## config.mk

```make
export PLATFORM = sky130hd
export DESIGN_NAME = pu_io_initiator
export DESIGN_NICKNAME = d
export VERILOG_FILES = /design/src/rtl/pu_io_initiator.sv
export SDC_FILE = /design/constraint.sdc
export NUM_CORES = 1
export LEC_CHECK = 0
export BUFFER_PORTS_ARGS = -buffer_cell sky130_fd_sc_hd__clkbuf_2
export CAP_MARGIN = 20
export CORE_MARGIN = 2
export CORE_UTILIZATION = 30
export CTS_CLUSTER_DIAMETER = 200
export DETAILED_ROUTE_END_ITERATION = 10
export PLACE_DENSITY = 0.67
export SLEW_MARGIN = 10
export SYNTH_ARGS = -nofsm -noshare
export SYNTH_HDL_FRONTEND = slang
export SYNTH_SLANG_ARGS = --single-unit
export TNS_END_PERCENT = 100
```

## constraint.sdc

```tcl
create_clock -name clk -period 5.43 [get_ports clk]
set_input_delay 0.543 -clock clk [delete_from_list [all_inputs] [get_ports clk]]
set_output_delay 0.543 -clock clk [all_outputs]
set_load 0.05 [all_outputs]
```

## src/rtl/pu_io_initiator.sv

```systemverilog
// pu_io_initiator: turns a single core access into one io_req pulse to a memory
// responder, waits for io_ack (or an ack timeout) and returns a one-cycle response.
// Only one access is ever outstanding.
//
// Ports
//   clk, rstn        : clock, asynchronous active-low reset
//   core_req/rdy     : core request, accepted when core_rdy is high (IDLE only)
//   core_cmd         : access descriptor (addr, tid, wr, atomic, funct5, wdata)
//   core_rsp         : one-cycle response strobe
//   core_rsp_data    : load / atomic old value, zero for pure stores and timeouts
//   core_rsp_err     : response ended by ack timeout
//   io_req           : one-cycle request pulse to the responder
//   io_cmd           : command, held from io_req until the next accepted request
//   io_ack/ack_data  : responder completion strobe and its data

package pu_io_pkg;

  localparam int unsigned PU_WIDTH_NBITS  = 32;
  localparam int unsigned PU_ADDR_NBITS   = 32;
  localparam int unsigned PU_TID_NBITS    = 8;
  localparam int unsigned PU_FUNCT5_NBITS = 5;

  // Access descriptor carried unmodified from core to responder
  typedef struct packed {
    logic [PU_ADDR_NBITS-1:0]   addr;
    logic [PU_TID_NBITS-1:0]    tid;
    logic                       wr;
    logic                       atomic;
    logic [PU_FUNCT5_NBITS-1:0] funct5;
    logic [PU_WIDTH_NBITS-1:0]  wdata;
  } io_type;

endpackage

module pu_io_initiator
  import pu_io_pkg::*;
#(
  parameter int unsigned WIDTH_NBITS   = PU_WIDTH_NBITS,
  parameter int unsigned TIMEOUT_NBITS = 8
) (
  input  logic                   clk,
  input  logic                   rstn,
  input  logic                   core_req,
  input  io_type                 core_cmd,
  output logic                   core_rdy,
  output logic                   core_rsp,
  output logic [WIDTH_NBITS-1:0] core_rsp_data,
  output logic                   core_rsp_err,
  output logic                   io_req,
  output io_type                 io_cmd,
  input  logic                   io_ack,
  input  logic [WIDTH_NBITS-1:0] io_ack_data
);

  typedef enum logic [1:0] {
    S_IDLE  = 2'd0,
    S_ISSUE = 2'd1,
    S_WAIT  = 2'd2,
    S_RESP  = 2'd3
  } state_e;

  state_e                   r_state;
  state_e                   w_state_nxt;

  logic [TIMEOUT_NBITS-1:0] r_cnt;
  logic [TIMEOUT_NBITS-1:0] w_cnt_nxt;
  logic [TIMEOUT_NBITS-1:0] w_cnt_inc;

  logic                     r_core_rdy;
  logic                     r_core_rsp;
  logic [WIDTH_NBITS-1:0]   r_rsp_data;
  logic                     r_rsp_err;
  logic                     r_io_req;
  io_type                   r_io_cmd;

  logic                     w_core_rdy_nxt;
  logic                     w_core_rsp_nxt;
  logic [WIDTH_NBITS-1:0]   w_rsp_data_nxt;
  logic                     w_rsp_err_nxt;
  logic                     w_io_req_nxt;
  io_type                   w_io_cmd_nxt;

  logic                     w_accept;
  logic                     w_timeout;
  logic                     w_to_resp;
  logic                     w_pure_store;

  // core_rdy is only ever high in IDLE, so it alone qualifies acceptance
  assign w_accept     = core_req & r_core_rdy;
  assign w_cnt_inc    = r_cnt + TIMEOUT_NBITS'(1);
  // Timeout fires on the WAIT cycle whose increment reaches all-ones
  assign w_timeout    = (w_cnt_inc == {TIMEOUT_NBITS{1'b1}});
  // An ack on the timeout cycle still completes normally (err stays low)
  assign w_to_resp    = (r_state == S_WAIT) & (io_ack | w_timeout);
  assign w_pure_store = r_io_cmd.wr & ~r_io_cmd.atomic;

  // State and registered outputs
  always_ff @(posedge clk or negedge rstn) begin
    if (!rstn) begin
      r_state    <= S_IDLE;
      r_cnt      <= '0;
      r_core_rdy <= 1'b0;
      r_core_rsp <= 1'b0;
      r_rsp_data <= '0;
      r_rsp_err  <= 1'b0;
      r_io_req   <= 1'b0;
      r_io_cmd   <= '0;
    end else begin
      r_state    <= w_state_nxt;
      r_cnt      <= w_cnt_nxt;
      r_core_rdy <= w_core_rdy_nxt;
      r_core_rsp <= w_core_rsp_nxt;
      r_rsp_data <= w_rsp_data_nxt;
      r_rsp_err  <= w_rsp_err_nxt;
      r_io_req   <= w_io_req_nxt;
      r_io_cmd   <= w_io_cmd_nxt;
    end
  end

  // Next-state logic
  always_comb begin
    w_state_nxt = r_state;
    case (r_state)
      S_IDLE:  if (w_accept)  w_state_nxt = S_ISSUE;
      S_ISSUE:                w_state_nxt = S_WAIT;
      S_WAIT:  if (w_to_resp) w_state_nxt = S_RESP;
      S_RESP:                 w_state_nxt = S_IDLE;
      default:                w_state_nxt = S_IDLE;
    endcase
  end

  // Next values of the registered outputs and the timeout counter.
  // Outputs are computed one cycle early so they line up with the state
  // they belong to (io_req in ISSUE, core_rsp in RESP, core_rdy in IDLE).
  always_comb begin
    w_core_rdy_nxt = 1'b0;
    w_core_rsp_nxt = 1'b0;
    w_rsp_data_nxt = '0;
    w_rsp_err_nxt  = 1'b0;
    w_io_req_nxt   = 1'b0;
    w_io_cmd_nxt   = r_io_cmd;
    w_cnt_nxt      = r_cnt;
    case (r_state)
      S_IDLE: begin
        w_core_rdy_nxt = ~w_accept;
        if (w_accept) begin
          w_io_req_nxt = 1'b1;
          w_io_cmd_nxt = core_cmd;
        end
      end
      S_ISSUE: begin
        w_cnt_nxt = '0;
      end
      S_WAIT: begin
        w_cnt_nxt = w_cnt_inc;
        if (w_to_resp) begin
          w_core_rsp_nxt = 1'b1;
          if (io_ack) begin
            w_rsp_data_nxt = w_pure_store ? '0 : io_ack_data;
          end else begin
            w_rsp_err_nxt = 1'b1;
          end
        end
      end
      S_RESP: begin
        w_core_rdy_nxt = 1'b1;
      end
      default: begin
        w_core_rdy_nxt = 1'b0;
      end
    endcase
  end

  assign core_rdy      = r_core_rdy;
  assign core_rsp      = r_core_rsp;
  assign core_rsp_data = r_rsp_data;
  assign core_rsp_err  = r_rsp_err;
  assign io_req        = r_io_req;
  assign io_cmd        = r_io_cmd;

endmodule

```

* After elaboration in Yosys (flattened, before gate mapping)
Cells that the tools add are included.
** Word-level totals
- Word-level logic and storage cells :: 46
- Register bits after elaboration :: 125
- Output and inout port bits :: 115
** Cells by class
- Reduce and logical (&&, ||, !) cells :: 4
- Bitwise gates (word level) :: 6
- $add $sub $neg :: 1
- Multiplexer cells :: 16
- Equality and inequality tests :: 6
** Operator list (number)
- 32-bit two-way mux :: 4
- 8-bit one-hot mux with 2 select lines :: 1
- 8-bit by 1-bit adder with 8-bit output (second input constant) :: 1
- 8-bit equality test (second input constant) :: 1
- 2-bit one-hot mux with 4 select lines :: 1
- 1-bit two-way mux :: 7
- 2-bit equality test (second input constant) :: 2
- 2-bit two-way mux :: 2
- 2-bit inequality test (second input constant) :: 2
- 2-bit AND reduction :: 2
- 1-bit AND :: 3
- 2-bit by 1-bit equality test with 1-bit output (second input constant) :: 1
- 2-bit logical NOT :: 1
- 1-bit inverter :: 2
- 1-bit one-hot mux with 2 select lines :: 1
- 2-bit nonzero test :: 1
- 1-bit bitwise OR :: 1

* Longest topological paths before layout
Gate-level depths: netlist (run 1).
- Depth in word-level cells :: 6
- Mapped depth :: 7

* Worst setup path after synthesis (run 1)
Ideal clock, no wire load.
- Kind :: reg2reg
- Start :: reg r_core_rdy, in the netlist core_rdy
- End :: reg r_io_cmd, in the netlist io_cmd[0]
- Cell stages (with the launch flop) :: 5
- Data required time :: 5.305 ns
- Setup slack :: 3.544 ns
- Arrival :: 1.761 ns
- Period minus slack after synthesis :: 1.886 ns
- Path buffers :: 2
- Cells stage by stage :: dfrtp_1 > and3_1 > clkbuf_1 > clkbuf_1 > mux2_2
** On the way
- Cells in the longest elaborated chain, start to end :: 2
** Ends and longest elaborated chain
- start: declaration :: line 69 : logic r_core_rdy;
- start signal: assignment :: line 111 : r_core_rdy <= w_core_rdy_nxt;
- 1-bit AND :: line 89 : assign w_accept = core_req & r_core_rdy;
- 2-bit AND reduction (no source line)
- end signal: assignment :: line 116 : r_io_cmd <= w_io_cmd_nxt;
- end: declaration :: line 74 : io_type r_io_cmd;
No other way between the ends.
A chain may end at the register's enable or synchronous reset.

* Final worst setup path (run 1)
- Start :: reg r_state[0]
- End :: reg r_io_cmd, in the netlist io_cmd[57]
** On the way
- Cells in the longest elaborated chain, start to end :: 2
** Ends and longest elaborated chain
- start: declaration :: line 62 : state_e r_state;
- start signal: assignment :: line 109 : r_state <= w_state_nxt;
- 2-bit logical NOT :: line 143 : case (r_state)
- 2-bit AND reduction (no source line)
No other way between the ends.

==> impl_summary.md, run 1 <==
Layout
The area of combinational cells with multiple inputs is 1513 sq um. Across the whole layout, storage elements account for 3128 sq um. The net count of the finished layout is approximately 700. Once layout is done, the placed cells without fillers occupy ~6700 sq um. Of the cells placed in the final design, the portion with a size suffix greater than 1 is 0.5962. Counting the fill cells in the layout gives between 1000 and 1500. The number of antenna diodes is 0. The area added between synthesis and finish is 40.54%.

Route
The average vias per placed instance is between 4 and 5. The count of TritonRoute iterations in the first routing pass is 4. The DRC violation count after routing is 0. Wires add up to between 10000 and 15000 um. The wire length per cell is between 10 and 15 um. The count of nets left with antenna violations once routing finished came out at 0. The via count is approximately 3400. The number of design-rule violations left by the first detailed-router iteration is 62.

Run
Max-cap violations in this run came to 0.

CTS
The clock passes through at most 2 buffers. For this design, the CTS-stage hold fixing added 0 buffers. The count of H-tree levels built during CTS is 4. The TritonCTS buffer count is 17. Gates resized during post-CTS repair numbered 0.

For the worst-skew pair, the clock arrives at the later sink with an insertion delay of 410 ps. The TritonCTS clock tree is yes. The clock sink count is between 100 and 150. In this run the clock root is driven by a clkbuf_16. The clock edge transition at the registers on the reported setup and hold paths is 50 ps. Once the clock tree was built, the setup fixing pass inserted 0 buffers.

Pwr
The static leakage power is 3.454 nW. The power density over the cells is 675.2 nW/um^2. Across the VDD grid, the largest voltage drop is 299.2 uV.

Synthesis
The average instance in the mapped netlist occupies between 10 and 15 sq um. The synthesis warning total is 0. Yosys mapped a number of flops with a built-in enable equal to 0. The most common cell in the netlist is dfrtp_1. The number of unique standard cell types used by synthesis is 29. After synthesis, the cell types taking the most area are dfrtp_1, mux2_2, and2_1. The synthesized design spends more area on one cell type than any other, namely dfrtp_1. The total nets after synthesis is roughly 450. Synthesis inferred between 100 and 150 register bits. The mapped cell area is between 4000 and 5000 sq um. The count of mapped cells out of synthesis is 328. The fraction of the mapped netlist area in compound gates is 0.02800.

The multiplexer share of the synthesized area is 0.1920. The async set-reset flop share out of synthesis is 1.000. The synthesized-area fraction occupied by and/or/nand/nor cells is 0.07871. The sequential-to-total area share from yosys stat is 0.6603. Sorting the synthesized cells by how often they occur yields dfrtp_1, mux2_2, and2_1. The share of synthesized area in the top cell type comes to 0.6603. The predominant post-synthesis flop cell is dfrtp_1. Of the total synthesized cell area, the portion taken by full adders, half adders and majority gates is 0.01585.

The share of the synthesized netlist area taken by xor and xnor gates is 0.003698. By area, the combinational part of the netlist is dominated by multiplexers.

Setup path
The worst setup path is captured at a flop. The cell depth of the worst flop-to-flop path is 5. The family with the most delay on the worst path is buffers and inverters. On the worst path, the slowest cell contributes a delay of 660 ps. The critical path class is flop to flop. The arrival time reported for the critical path endpoint is 2550 ps. The cell with the biggest individual delay on the critical path is buf_4. The critical-path maximum fanout is 70. Walking the worst path, the cells encountered are inv_1, ha_1, and3_4, buf_4, mux2_2.

The setup slack of the most critical reg-to-reg path is 3160 ps. The buffer and inverter count on the worst path is 2. The startpoint type of the worst setup path is a flop. The startpoint identified for the worst register-to-register timing path is r_state[0]$_DFFE_PN0P_. The critical register-to-register path endpoint is io_cmd[57]$_DFFE_PN0P_. The required arrival time at the worst endpoint is 5720 ps.

Floorplanning
The die covers roughly 17000 sq um. The number of I/O pins is 230. The die width is 129.7 um. The standard cell core area is between 15000 and 20000 sq um. In this run the core area contains 45 standard-cell rows. The initial utilization of the core area, before any placement, comes to 0.3093. The floorplan step set the die height to 129.7 um.

STA
Based on the critical path, the design can be clocked at up to 440.9 MHz. Setup total negative slack on the finished layout was measured at 0 ps. The worst clock skew is about 7 ps. After layout, the minimum clock period comes to about 2300 ps. Measured against its own limit, the worst slew margin works out to 0.4220. Setup violations remaining at the end of the flow were counted as 0.

The transition at the pin with the smallest max-transition slack is 866.9 ps. Setup repair after global routing left no endpoint under its margin. The count of final max-slew check failures is 0. The final number of hold-violating endpoints was 0.

The final cycle utilization of the critical path is 0.4177.

Global route
The pin count of the biggest net entering global routing is 71. The initial antenna violation count is 0. The remaining global-route overflow is 0.

The first-pass GRT wire length is 16230 um. The via count of the first global-routing pass is about 3500. The all-layer global routing usage is 0.1254.

Placement
Summing all placed instances gives a cell area of 6125 sq um. During placement, the flow inserted port buffers numbering 229. The half-perimeter wire length after placement is 7858 um. The final estimated routing congestion in global placement is 0.7444.

Hold path
The class of the most critical hold timing path is input pin to async pin.

Outcome
The run finished with clean final reports.
==> per-layer routing <==
layer / share of wire / vias to the layer above / track usage
met4: 0.024 / 0 / 0.07211
li1: - / 1588 / -
met1: 0.39 / 1632 / 0.1417
met2: 0.48 / 167 / 0.2008
met3: 0.10 / 23 / 0.05120
met5: 0 / - / 0
==> worst max-delay path by stage <==
| stage | depth (start not counted) | endpoint | start | slack [ps] |
|---|---|---|---|---|
| after detailed placement | 5 | io_cmd[5]$_DFFE_PN0P_ | r_state[0]$_DFFE_PN0P_ | 3120 |
| after floorplan | 4 | io_cmd[0]$_DFFE_PN0P_ | core_rdy$_DFF_PN0_ | 3540 |
| after global placement | 5 | io_cmd[25]$_DFFE_PN0P_ | r_state[0]$_DFFE_PN0P_ | 3210 |
| final | 5 | io_cmd[57]$_DFFE_PN0P_ | r_state[0]$_DFFE_PN0P_ | 3160 |
| after CTS | 5 | io_cmd[5]$_DFFE_PN0P_ | r_state[0]$_DFFE_PN0P_ | 3120 |
| after global routing | 5 | io_cmd[60]$_DFFE_PN0P_ | r_state[0]$_DFFE_PN0P_ | 3010 |
==> where the power goes <==
| group | internal (W) | switching [W] | total, W |
|---|---|---|---|
| combinational | 0.000528 | 0.00152 | 0.00205 |
| sequential | 0.00127 | 0.000164 | 0.00143 |
| clock | 0.000621 | 0.000392 | 0.00101 |
==> sequential cells by signal, summed over array words and instances (netlist names) <==
register	cells
r_cnt	8
core_rdy	1
io_cmd	79
core_rsp	1
core_rsp_err	1
core_rsp_data	32
io_req	1
r_state	2
==> worst reg2reg max path, delay by kind of cell (launching register included) <==
kind	cells	cell delay, ps
DFF	1	380
muxes	1	520
buffers and inverters	2	790
and+or+nand+nor	1	290
adders and majority gates	1	180
==> placed cells by master (no fill, tap or decap), types with 2 or more instances in the layout <==
cell / netlist / final
a21oi_1: 3 / 3
and2_1: 32 / 32
buf_4: 0 / 4
clkbuf_1: 14 / 2
clkbuf_16: 0 / 17
clkbuf_2: 0 / 228
clkinv_2: 0 / 6
clkinv_4: 0 / 2
clkinvlp_4: 0 / 3
dfrtp_1: 125 / 125
ha_1: 6 / 6
inv_1: 13 / 13
mux2_2: 79 / 79
mux2i_1: 2 / 2
nand2_1: 12 / 12
nand2b_1: 2 / 2
nand3_1: 2 / 2
nor2_1: 7 / 7
nor3_1: 3 / 3
nor4_1: 2 / 2
o21ai_0: 10 / 10
xnor2_1: 2 / 2
==> per-stage QoR <==
| step | utilization | hold slack (ps) | total power [W] | worst slack, ps | instances |
|---|---|---|---|---|---|
| finish | 0.4347 | 224.8 | 0.004495 | 3162 | 788 |
| global route | 0.4347 | 284.9 | 0.004726 | 3008 | 788 |
| floorplan | - | 247.4 | 0.002996 | 3544 | 328 |
| CTS | 0.4347 | 255.2 | 0.004561 | 3116 | 788 |
| detailed placement | 0.3999 | 494.7 | 0.003519 | 3122 | 757 |
| global placement | 0.3999 | 488.7 | 0.003472 | 3208 | 757 |
==> area by class of cell <==
class                           count  share of cell area
Clock buffer                       19             0.06503
Multi-Input combinational cell    176              0.2272
Sequential cell                   125              0.4698
Clock inverter                     12             0.01503
Inverter                           13            0.007329
Tap cell                          211             0.03965
Timing Repair Buffer              232              0.1759
==> cells by family after synthesis <==
family / after synthesis
flops: 125
mux: 81
simple gates: 66
buf+inv: 27
compound gates: 21
fa+ha+maj: 6
xor+xnor: 2
(Power assumes the default switching activity.)
==> run 2, diff against run 1 <==
- ABC_AREA: default -> 1
- clock period: 5.43 -> 2.2 ns (I/O delays scaled with it)
==> impl_summary.md, run 2 <==
Outcome
The flow ran to the end, and the final reports show no timing, DRC or antenna violations.

Synthesis
The portion of synthesized cell area occupied by the leading cell type is 0.6538. Counting flops and latches in the post-synthesis netlist gives 125. The number of unique standard cell types used by synthesis is 21.

After synthesis, the cell types taking the most area are dfrtp_1, nand2_1, nor3b_1. In this run, synthesis inferred 0 flip-flops with an integrated enable. Of all flip-flops after synthesis, the portion carrying an async set or reset was 1.000. In the post-synthesis netlist, the cell with the most instances is nand2_1. Counting every net in the synthesized netlist gives 623. By count the netlist is led by nand2_1, dfrtp_1, nor3b_1. The sequential-to-total area share from yosys stat is 0.6538. The predominant post-synthesis flop cell is dfrtp_1. The largest area contributor in the netlist is dfrtp_1.

The mapped netlist covers 4785 sq um. The synthesis warning total is 0. The count of mapped cells out of synthesis is about 500. The post-synthesis average cell area is around 9.5 sq um.

Layout
The most common cell after layout, fill and taps aside is nand2_1. The final-layout fill cell count is 1503. The area of combinational cells with multiple inputs is 1514 sq um. 0 antenna diodes ended up in the layout. Of the cells placed in the final design, the portion with a size suffix greater than 1 is 0.3532. The number of standard cells in the final layout excluding fillers is 1006. Leaving out fill and tap cells, the most frequent cells in the layout are nand2_1, clkbuf_2, dfrtp_1. The number of nets in the finished design is 899.

From synthesis to final layout, the design area changed by 51.10%. The storage element area is 3128 sq um. The flip-flop count of the largest register, all copies and words added is 79.

Setup path
The critical-path maximum fanout is 6. The startpoint type of the worst setup path is a flop. The worst setup path is of the flop to flop kind. At the worst endpoint, the required time is 2500 ps. The worst setup path is captured at a flop.

Data arrives at the worst endpoint at 1900 ps.

Floorplanning
The die is about 130 um wide. The number of I/O pins is between 200 and 250. The total area inside the core boundary comes to 15710 sq um. The initialized floorplan defines 46 standard-cell rows. The floorplan step defined a die boundary enclosing 16970 sq um.

The initial standard-cell utilization of the core is 0.3045. The vertical die dimension is 130.3 um.

Placement
Routability-driven placement finished with a final weighted congestion of ~0.8. The number of buffers added on ports is 229. The half-perimeter wire length after placement is 9008 um. The placed instance count is about 930.

STA
Setup repair after global routing left no endpoint under its margin. Between clock sinks in the finished design, the worst skew comes to 4.630 ps. The final number of hold-violating endpoints is 0.

The routed design could run at a clock period as short as 1608 ps. The final cycle utilization of the critical path is 0.7310. The transition at the pin with the smallest max-transition slack is between 500 and 600 ps. Setup total negative slack on the finished layout was measured at 0 ps. The headroom to the max-slew limit is 0.6410. The count of final max-slew check failures came to 0. Setup violations remaining at the end of the flow were counted as 0. For this run, the top clock speed supported by timing is 621.8 MHz.

Route
The via count is 4276. In this run, the number of DRC markers left after iteration 0 of detailed routing was 151. The DRC violation count after routing is 0. The detailed-route wire length is 12870 um.

Using the TritonRoute via totals, the vias-per-cell ratio works out to 4.250. The count of TritonRoute iterations in the first routing pass is 4. The wire length per cell is between 10 and 15 um. Once detail routing completed, the nets flagged for antenna violations numbered 0.

Global route
Entering global routing, the biggest net connects 52 pins. The via count of the first global-routing pass is 4135. Across every metal layer, demand over resource in global routing totals 0.1520. The first-pass GRT wire length is 19930 um. The remaining global-route overflow is 0. The initial antenna violation count is 0.

CTS
The H-tree generated during clock tree synthesis spans 4 levels. Clock tree synthesis found a total of roughly 130 sinks. After clock tree synthesis, the clock-pin slew on the worst setup and hold paths is 60 ps. The TritonCTS buffer count is 17.

The longest clock path from root to sink contains 2 buffers. The cell sitting at the root of the clock tree is a clkbuf_16. The later pin in the worst-skew pair is clocked with a latency of 400 ps. The buffers inserted during post-CTS setup optimization is 0. TritonCTS built the clock tree.

Pwr
IR analysis of the VDD net gives a maximum drop of 576.6 uV. The analysis attributes to cell leakage a power of ~4 nW. For this design the ratio of total power to cell area is between 1500 and 2000 nW/um^2.

Run
Max-cap violations in this run came to 0.

Hold path
The class of the most critical hold timing path is input pin to flop.
==> run 2: cell count changes after synthesis, sizes merged, moves of 4 or more <==
cell | previous run | this run
nor3b | 1 | 32
mux2 | 79 | 0
inv | 13 | 18
and2 | 32 | 0
nand2 | 12 | 265
nand3 | 2 | 10
buf | 0 | 4
clkbuf | 14 | 19
==> run 2: power by group <==
| part | internal, W | leakage (nW) | switching [W] |
|---|---|---|---|
| clock network | 0.00171 | 0.274 | 0.000996 |
| logic | 0.00112 | 2.10 | 0.00397 |
| registers | 0.00310 | 1.62 | 0.000448 |
==> run 2: cell type report <==
type,count,area share
clock buffer,20,0.06317
clock inverter,11,0.01644
inverter,18,0.009346
multi-input combinational,336,0.2094
sequential,125,0.4327
tap,216,0.03738
timing repair buffer,280,0.2316
==> run 2: worst max-delay path, stage by stage (launching register included) <==
cell     delay (ps)
dfrtp_1         430
ha_1            260
nand3_1         120
nand2_1          60
nand2_1          90
nand3_1         110
nor2_2          100
nand2_2          70
nand3_2          80
nand2_1          70
nand2_1          60
nand2_1          40
==> run 2: logic make-up (layout without fill, tap and decap cells) <==
family / Yosys count / count (layout) / share of synthesized area
AOI/OAI and AO/OA: 13 / 13 / 0.01595
adders and majority gates: 6 / 6 / 0.01569
buffers and inverters: 41 / 329 / 0.03295
DFF: 125 / 125 / 0.6538
and+or+nand+nor: 317 / 317 / 0.2816
==> run 2: timing repair <==
action,in CTS,in global routing
resized for setup,0,0
hold buffers,42,0
endpoints found under the hold margin,79,0
==> run 2: per-stage QoR <==
| step | power [W] | hold WS [ps] | worst slack [ps] | utilization | area [sq um] |
|---|---|---|---|---|---|
| 6_report | 0.01134 | 17.55 | 591.8 | 0.4601 | 7229 |
| 3_5_place_dp | 0.008645 | 249.7 | 641.6 | 0.3967 | 6233 |
| 2_1_floorplan | 0.007276 | -75.59 | 659.0 | - | 4785 |
| 5_1_grt | 0.01197 | 8.468 | 423.6 | 0.4601 | 7229 |
| 4_1_cts | 0.01147 | 0.09279 | 621.4 | 0.4601 | 7229 |
| 3_3_place_gp | 0.008584 | 244.3 | 676.6 | 0.3967 | 6233 |
==> run 2: worst paths after layout <==
| path | start | endpoint | slack [ps] | cells past startpoint |
|---|---|---|---|---|
| max | r_cnt[0]$_DFFE_PN0P_ | r_state[1]$_DFFE_PN0P_ | 590 | 11 |
| min | core_cmd[21] | io_cmd[21]$_DFFE_PN0P_ | 20 | 3 |
| max reg2reg | r_cnt[0]$_DFFE_PN0P_ | r_state[1]$_DFFE_PN0P_ | 590 | 11 |
| min reg2reg | io_cmd[33]$_DFFE_PN0P_ | io_cmd[33]$_DFFE_PN0P_ | 470 | 2 |
| max in group asynchronous | rstn | core_rsp_data[19]$_DFF_PN0_ | 1120 | 3 |
| min in group asynchronous | rstn | r_state[0]$_DFFE_PN0P_ | 340 | 2 |
==> run 2: metal layers <==
layer,GRT usage,wire [um],vias to the layer above
li1,-,-,2103
met1,0.1880,5610,1983
met3,0.05535,1074,20
met5,0,0,-
met4,0.06515,289,0
met2,0.2405,5891,170
==> run 3, diff against run 2 <==
- clock period: 2.2 -> 1.5 ns (I/O delays scaled with it)
==> impl_summary.md, run 3 (same netlist as run 2, synthesis figures left out) <==
Route
The number of design-rule violations left by the first detailed-router iteration is ~220. The wire length per cell is roughly 14 um. In this run the remaining antenna-violating nets after routing total 0.

Using the TritonRoute via totals, the vias-per-cell ratio works out to approximately 4.3. The routed design has 15290 um of wire. The count of TritonRoute iterations in the first routing pass is 5. The via count is 4719. The DRC violation count after routing is 0.

Setup path
The required arrival time at the worst endpoint is 1800 ps. The largest single stage delay on the critical path is 410 ps. The endpoint type of the worst setup path is a flop.

The worst setup path is launched from a flop. The critical path class is flop to flop. The critical-path maximum fanout is 4. The cell with the biggest individual delay on the critical path is dfrtp_1. The arrival time reported for the critical path endpoint is 1820 ps. Counting stages on the worst path, the most repeated cell is nand2_1. Traced cell by cell, the critical path runs through ha_4, inv_2, nand2_1, nand2_1, nor2_2, nand3_2, nor2_4, nand2_2, nand3_4, nand2_2, nand2_1, nand2_1.

CTS
The clock reaches the later pin of the worst-skew pair after 410 ps. The TritonCTS clock tree is yes. Clock tree synthesis selected as its root buffer the cell clkbuf_16. The clock passes through at most 2 buffers. The H-tree was split into 4 levels. Counting the buffers created by CTS gives 17. After clock tree synthesis, the clock-pin slew on the worst setup and hold paths is around 60 ps. The clock sink count is 125.

Floorplanning
The die width is ~130 um. For this configuration, the core starts out at a cell density of 0.3045. The die covers between 15000 and 20000 sq um. The vertical die dimension is 130.3 um.

The floorplan step defined a core boundary enclosing roughly 16000 sq um. The number of I/O pins is between 200 and 250. In this run the core area contains 46 standard-cell rows.

Global route
For this run, the total global-route usage over all layers was measured as 0.1764. The first global-routing pass estimated between 20000 and 25000 um of wire. The remaining global-route overflow is 0. The via count of the first global-routing pass came to 4783. Entering global routing, the biggest net connects 59 pins. The initial antenna violation count is 0.

Pwr
In this run the power density over the cells is 2109 nW/um^2. The static leakage power is 4.363 nW. Across the VDD grid, the largest voltage drop is 898.7 uV.

STA
The final cycle utilization of the critical path is 1.010. The count of final max-slew check failures is 0. Setup repair after global routing could not meet its margin everywhere. The final number of hold-violating endpoints is 0. After routing, the total negative slack on setup checks comes to -23.10 ps. The transition at the pin with the smallest max-transition slack is 650.1 ps.

The worst-case setup margin in the final layout is -14.40 ps. The timing-limited maximum frequency is 660.3 MHz. The worst clock skew is 6.600 ps. The headroom to the max-slew limit is 0.5661. The post-route minimum period is 1514 ps. Setup violations remaining at the end of the flow were counted as 2.

Layout
Leaving out fill and tap cells, the most frequent cell in the layout is nand2_1. The repair_antennas step left the layout with diodes totalling 0. Leaving out fill and tap cells, the most frequent cells in the layout are nand2_1, clkbuf_2, dfrtp_1. Registers take 3132 sq um.

The number of standard cells in the final layout excluding fillers is 1088. The area growth from synthesis to layout is 70.29%. The ratio of cells with drive above 1 in the final layout is 0.3498. For this run, the post-layout net count is 980.

Summing all multi-input logic gate instances after layout gives 1593 sq um. The final-layout fill cell count is about 1400. The flip-flop count of the largest register, all copies and words added is 79.

Placement
Once detailed placement completed, the half-perimeter wirelength came to 9111 um. The number of buffers added on ports is 229. The setup slack at placement is -99.89 ps.

The final estimated routing congestion in global placement is 0.7812. Including well taps, the total number of placed cells is around 940.

Hold path
The class of the most critical hold timing path is input pin to flop.

Outcome
The checks that failed: setup timing. The run finished, with violations left.

Run
The number of maximum-capacitance constraint violations is 0.
[run 3: what timing repair did]
| item | 4_1_cts | 5_1_grt |
|---|---|---|
| setup buffers | 2 | 0 |
| gates resized for setup | 9 | 18 |
| pin swaps | 6 | 9 |
| hold buffers | 112 | 0 |
| endpoints found under the setup margin | 60 | 56 |
| hold endpoints to repair | 219 | 0 |
[run 3: area by class of cell]
type	instances	area share
clock buffers	20	0.05482
clock inverters	12	0.01490
inverters	18	0.008600
multi-input cells	336	0.1955
flip-flops and latches	125	0.3844
well taps	216	0.03317
repair buffers	361	0.3087
[run 3: per-layer routing]
layer	wire [um]	up-vias	part of all wire	GRT usage
met5	0	-	0	0
met4	206	0	0.013	0.06578
met3	1273	19	0.083	0.06027
met2	7893	201	0.52	0.3114
met1	5916	2233	0.39	0.1972
li1	-	2266	-	-
[run 3: worst paths after layout]
| kind | startpoint | endpoint | slack, ps | cells after the start |
|---|---|---|---|---|
| min reg2reg | io_cmd[9]$_DFFE_PN0P_ | io_cmd[9]$_DFFE_PN0P_ | 470 | 2 |
| max | r_cnt[0]$_DFFE_PN0P_ | r_state[0]$_DFFE_PN0P_ | -10 | 12 |
| min | io_ack | core_rsp_err$_DFF_PN0_ | 90 | 4 |
| min in group asynchronous | rstn | io_cmd[39]$_DFFE_PN0P_ | 250 | 2 |
| max reg2reg | r_cnt[0]$_DFFE_PN0P_ | r_state[0]$_DFFE_PN0P_ | -10 | 12 |
| max in group asynchronous | rstn | r_cnt[3]$_DFFE_PN0P_ | 680 | 3 |
[run 3: where the power goes]
part | internal (W) | switching, W | leakage [nW]
clock | 0.00247 | 0.00149 | 0.275
combinational | 0.00198 | 0.00606 | 2.47
sequential | 0.00454 | 0.000645 | 1.61
[run 3: metrics by stage]
stage / cell area (sq um) / util / total power, W / hold WS, ps
final: 8148 / 0.5186 / 0.01719 / 87.63
after CTS: 8084 / 0.5145 / 0.01719 / 38.40
after global routing: 8148 / 0.5186 / 0.01805 / 105.2
after detailed placement: 6340 / 0.4035 / 0.01286 / 79.18
after floorplan: 4786 / - / 0.01067 / -145.6
after global placement: 6340 / 0.4035 / 0.01278 / 86.54
[run 3: worst max-delay path: cells and delay by family (launching register included)]
family | cells | cell delay [ps]
flip-flops | 1 | 410
adder cells (fa/ha/maj) | 1 | 190
buffers and inverters | 1 | 40
AND/OR/NAND/NOR | 10 | 760
